`config.mk`:
```
export PLATFORM = sky130hd
export DESIGN_NAME = alu_sequencer
export DESIGN_NICKNAME = d
export VERILOG_FILES = /design/src/rtl/alu_sequencer.sv
export SDC_FILE = /design/constraint.sdc
export NUM_CORES = 1
export LEC_CHECK = 0
export ABC_AREA = 1
export CAP_MARGIN = 0
export CORE_MARGIN = 2
export CORE_UTILIZATION = 45
export CTS_CLUSTER_SIZE = 14
export DETAILED_ROUTE_END_ITERATION = 10
export GPL_TIMING_DRIVEN = 0
export PLACE_DENSITY = 0.91
export SYNTH_ARGS = -nofsm -noshare
export SYNTH_HDL_FRONTEND = slang
export SYNTH_SLANG_ARGS = --single-unit
```
`constraint.sdc`:
```
create_clock -name clock -period 9.32 [get_ports clock]
set_input_delay 1.864 -clock clock [delete_from_list [all_inputs] [get_ports clock]]
set_output_delay 1.864 -clock clock [all_outputs]
set_load 0.01 [all_outputs]
```
`src/rtl/alu_sequencer.sv`:
```
// Initiator for the registered ALU: accepts one command at a time, holds the operands
// for the ALU latency, and returns the captured result. ALU_SEQ_CHAIN_EN enables result chaining.
//
// state | meaning
// ------+-----------------------------------------------------------
// INIT  | first cycle after reset, ALU held in clear
// IDLE  | ready for a command
// WAIT  | operands held on the ALU, counting down its latency
// HOLD  | response presented, waiting for the consumer
module alu_sequencer #(
    parameter int WIDTH   = 32,
    parameter int LATENCY = 1
) (
    input  logic             clock,
    input  logic             clear,
    input  logic             cmd_valid,
    output logic             cmd_ready,
    input  logic [2:0]       cmd_op,
    input  logic [WIDTH-1:0] cmd_a,
    input  logic [WIDTH-1:0] cmd_b,
    input  logic             cmd_chain,
    output logic [2:0]       alu_opCode,
    output logic [WIDTH-1:0] alu_inputA,
    output logic [WIDTH-1:0] alu_inputB,
    output logic             alu_clear,
    input  logic [WIDTH-1:0] alu_result,
    input  logic             alu_zero,
    output logic             rsp_valid,
    input  logic             rsp_ready,
    output logic [WIDTH-1:0] rsp_result,
    output logic             rsp_zero,
    output logic             rsp_err
);

    localparam logic [1:0] ST_INIT = 2'd0;
    localparam logic [1:0] ST_IDLE = 2'd1;
    localparam logic [1:0] ST_WAIT = 2'd2;
    localparam logic [1:0] ST_HOLD = 2'd3;

    localparam int CW = (LATENCY < 1) ? 1 : $clog2(LATENCY + 1);
    localparam logic [CW-1:0] LAT_CNT = CW'(LATENCY);

    logic [1:0]       state;
    logic [CW-1:0]    wait_cnt;
    logic             op_legal;
    logic             capture;
    logic [WIDTH-1:0] next_a;

    assign op_legal = (cmd_op <= 3'd4);
    assign capture  = (state == ST_WAIT) && (wait_cnt == '0);

`ifdef ALU_SEQ_CHAIN_EN
    logic [WIDTH-1:0] chain_q;

    // Tracks the last legal result; illegal commands never reach WAIT so they leave it alone.
    always_ff @(posedge clock or posedge clear) begin
        if (clear) begin
            chain_q <= '0;
        end else if (capture) begin
            chain_q <= alu_result;
        end
    end

    assign next_a = cmd_chain ? chain_q : cmd_a;
`else
    logic unused_chain;
    assign unused_chain = cmd_chain;
    assign next_a       = cmd_a;
`endif

    always_ff @(posedge clock or posedge clear) begin
        if (clear) begin
            state      <= ST_INIT;
            wait_cnt   <= '0;
            cmd_ready  <= 1'b0;
            alu_opCode <= 3'd0;
            alu_inputA <= '0;
            alu_inputB <= '0;
            alu_clear  <= 1'b1;
            rsp_valid  <= 1'b0;
            rsp_result <= '0;
            rsp_zero   <= 1'b1;
            rsp_err    <= 1'b0;
        end else begin
            case (state)
                ST_INIT: begin
                    alu_clear <= 1'b0;
                    cmd_ready <= 1'b1;
                    state     <= ST_IDLE;
                end
                ST_IDLE: begin
                    if (cmd_valid) begin
                        cmd_ready <= 1'b0;
                        if (op_legal) begin
                            alu_opCode <= cmd_op;
                            alu_inputA <= next_a;
                            alu_inputB <= cmd_b;
                            wait_cnt   <= LAT_CNT;
                            state      <= ST_WAIT;
                        end else begin
                            // ALU operands stay as they were; the error response skips WAIT.
                            rsp_result <= '0;
                            rsp_zero   <= 1'b1;
                            rsp_err    <= 1'b1;
                            rsp_valid  <= 1'b1;
                            state      <= ST_HOLD;
                        end
                    end
                end
                ST_WAIT: begin
                    if (wait_cnt != '0) begin
                        wait_cnt <= wait_cnt - CW'(1);
                    end else begin
                        rsp_result <= alu_result;
                        rsp_zero   <= alu_zero;
                        rsp_err    <= 1'b0;
                        rsp_valid  <= 1'b1;
                        state      <= ST_HOLD;
                    end
                end
                ST_HOLD: begin
                    if (rsp_ready) begin
                        rsp_valid <= 1'b0;
                        cmd_ready <= 1'b1;
                        state     <= ST_IDLE;
                    end
                end
            endcase
        end
    end

endmodule

```
==> impl_summary.log <==
[metrics] synthesized flop and latch total: roughly 110
[metrics] Tightest Pin Transition: 0.592 ns
[metrics] Inserted Diodes: 0
[metrics] worst skew pair latency: between 0.3 and 0.4 ns
[metrics] routed wirelength normalized by instance count: about 15 um
[metrics] RSZ-0062 raised after global routing: no
[metrics] largest incremental delay on the critical path: around 0.56 ns
[metrics] post-layout minimum cycle time: 3.34 ns
[metrics] area of combinational cells with multiple inputs: between 0.0015 and 0.002 mm^2
[metrics] core footprint: between 0.009 and 0.01 mm^2
[metrics] Post-Layout Inst Area: 0.00700 mm^2
[metrics] Crit Path Class: reg2out
[metrics] DRC errors left: 0
[metrics] final hold slack: 0.468 ns
[metrics] initial core utilization: a little under half
[metrics] number of cells produced by synthesis: between 500 and 600
[metrics] static leakage power: around 3.4 nW
[metrics] result of the run: finished clean
[metrics] max frequency: roughly 300 MHz
[metrics] commonest cells after routing, fill and taps aside: sky130_fd_sc_hd__nand2_1 (246), sky130_fd_sc_hd__clkdlybuf4s50_1 (207), sky130_fd_sc_hd__dfrtp_1 (105)
[metrics] worst-case vdd ir drop: 0.000149 V
[metrics] routability congestion estimate: ~0.82
[metrics] # setup viols final: 0
[metrics] global-route usage over all layers: 24.3%
[metrics] H-Tree Depth: 3
[metrics] period utilisation layout: between 30% and 40%
[metrics] CTS sink count: roughly 110
[metrics] most common library cell in the layout ignoring fill and taps: sky130_fd_sc_hd__nand2_1
[metrics] total negative slack for setup checks: 0 ns
[metrics] post-DR vias/cell: ~5.0
[metrics] Die Y-Extent: about 100 um
[metrics] number of buffers inserted by post-CTS setup repair: 0
[metrics] TritonCTS clock tree: built
[metrics] HPWL Detailed: roughly 10000 um
[metrics] net count of the finished layout: 852
[metrics] Critical Path, Cell by Cell: clkdlybuf4s50_1
[metrics] Syn Area/Cell: around 8.7 um^2
[metrics] clock transition at the registers of the reported paths: 0.09 ns
[metrics] floorplan die area: about 0.011 mm^2
[metrics] Netlist cell types: 19
[metrics] endpoint arrival time on the critical path: 1.47 ns
[metrics] Post-CTS Hold Fix Bufs: 0
[metrics] final max-slew violation count: 0
[metrics] pin count of the biggest net entering global routing: 62
[metrics] number of top-level pins: about 210
[metrics] total of warnings raised by yosys: 0
[metrics] crit path launch type: flop
[metrics] starting DRC count in detailed routing: a little under 200
[metrics] via count of the first global-routing pass: ~4500
[metrics] slowest cell on the critical path: sky130_fd_sc_hd__dfstp_2
[metrics] Reg area: ~0.0027 mm^2
[metrics] ratio of total power to cell area: between 300 and 400 mW/mm^2
[metrics] number of iterations in the first detailed-routing pass: 4
[metrics] cell chosen for the clock root: sky130_fd_sc_hd__clkbuf_8
[metrics] row cnt: 36
[metrics] I/O Buffers: just over 200
[metrics] syn nets: ~630
[metrics] routed via count: 4370
[metrics] family with the most delay on the worst path: flip-flops
[metrics] worst path required time: 7.46 ns
[metrics] Critical Path Fanout Max: 2
[metrics] post-layout instance count excluding filler cells: between 800 and 900
[metrics] global-route wire length before repair: about 21000 um
[metrics] total clock buffers created by CTS: 9
[metrics] final WL: between 10000 and 15000 um
[metrics] DP Cell Count: about 860
[metrics] horizontal extent of the die: 105 um
[metrics] proportion of synthesized chip area in sequential cells: between 50% and 60%
[metrics] final-layout fill cell count: 727
[metrics] number of buffers and inverters on the critical path: 1
[metrics] number of max-capacitance violations reported: 0
[metrics] Area after DPL: between 0.006 and 0.007 mm^2
[metrics] overall overflow remaining after global route: 0
[metrics] initial antenna violation count: 0
[metrics] Slew HR: 60.5%
[metrics] clock skew: about 0.0077 ns
[metrics] number of antenna-violating nets in the routed design: 0
[metrics] clk buf depth: 2
[metrics] fraction of layout instances using a drive strength above 1: 5.35%
[metrics] hold violation count in the final report: 0
[metrics] number of resized instances in the post-cts repair step: 0
[metrics] post-synthesis instance area: ~0.0045 mm^2
[metrics] layout overhead on the synthesized area: 53.9%
[metrics] category of the worst setup path capture point: output port
[metrics] Min-Delay Path Class: reg2reg
-- cells in the mapped netlist --
cell                         n  area share (%)
sky130_fd_sc_hd__nor2_1      3            0.25
sky130_fd_sc_hd__buf_1       2            0.17
sky130_fd_sc_hd__nand3_1    71             7.8
sky130_fd_sc_hd__o21ai_0     5            0.55
sky130_fd_sc_hd__nand4_1     1            0.14
sky130_fd_sc_hd__dfstp_2     2             1.2
sky130_fd_sc_hd__nand3b_1   32             5.3
sky130_fd_sc_hd__or2_2       1            0.14
sky130_fd_sc_hd__a21oi_4     1            0.36
sky130_fd_sc_hd__inv_1      12            0.99
sky130_fd_sc_hd__buf_2      16             1.8
sky130_fd_sc_hd__ha_1        5             1.4
sky130_fd_sc_hd__inv_2       2            0.17
sky130_fd_sc_hd__a21oi_1     1            0.11
sky130_fd_sc_hd__clkbuf_1   16             1.3
sky130_fd_sc_hd__nand2_2     1            0.14
sky130_fd_sc_hd__a21oi_2     1            0.19
sky130_fd_sc_hd__dfrtp_1   105              58
sky130_fd_sc_hd__nand2_1   246              20
-- cells by family after synthesis --
kind of cell / count (synthesis) / share of synthesized area, %
AO/OA/AOI/OAI: 8 / 1.21
adder cells (fa/ha/maj): 5 / 1.38
buffers and inverters: 48 / 4.40
flip-flops: 107 / 58.9
AND/OR/NAND/NOR: 355 / 34.1
-- power by group --
| group | total [mW] | internal (mW) | switching, mW | leakage [nW] |
|---|---|---|---|---|
| registers | 0.815 | 0.685 | 0.129 | 1.37 |
| logic | 1.10 | 0.549 | 0.546 | 1.94 |
| clock network | 0.268 | 0.119 | 0.149 | 0.0965 |
| total | 2.18 | 1.35 | 0.825 | 3.40 |
-- sequential cells by signal (all words and copies together), names as in the netlist --
signal and flops:
rsp_zero 1, wait_cnt 1, cmd_ready 1, state 2
rsp_valid 1, alu_opCode 3, alu_inputA 32, alu_clear 1
rsp_result 32, alu_inputB 32, rsp_err 1
-- final timing paths --
path	startpoint	endpoint	slack [ns]	depth (start not counted)
max in group asynchronous	clear	alu_clear	6.65	3
worst max-delay path	alu_clear	alu_clear	5.98	1
min in group asynchronous	clear	alu_inputB[4]	1.93	2
worst min register to register	alu_clear	alu_clear	0.47	2
worst min-delay path	alu_clear	alu_clear	0.47	2
worst max register to register	state[1]	alu_inputB[6]	7.40	8
-- cell type report --
type	instances	area share, %
sequential	107	38.3
timing repair buffer	208	30.0
multi-input combinational	368	23.8
clock buffer	14	2.47
tap	133	2.38
buffer	34	2.11
inverter	14	0.787
clock inverter	2	0.143
-- through the flow --
stage                     power (mW)  util, %  setup WS, ns
final                           2.18     71.6          5.98
after global routing            2.32     71.6          5.95
after CTS                       2.19     71.6          5.97
after detailed placement        1.92     69.7          5.74
after global placement          1.87     69.4          3.23
after floorplan                 1.30        -          4.64
-- per-layer routing --
layer | routed length [um] | track usage (%)
met1 | 5120 | 27.7
met2 | 6700 | 42.7
met3 | 1040 | 6.77
met4 | 337 | 10.0
met5 | 0 | 0
(Power assumes the default switching activity.)
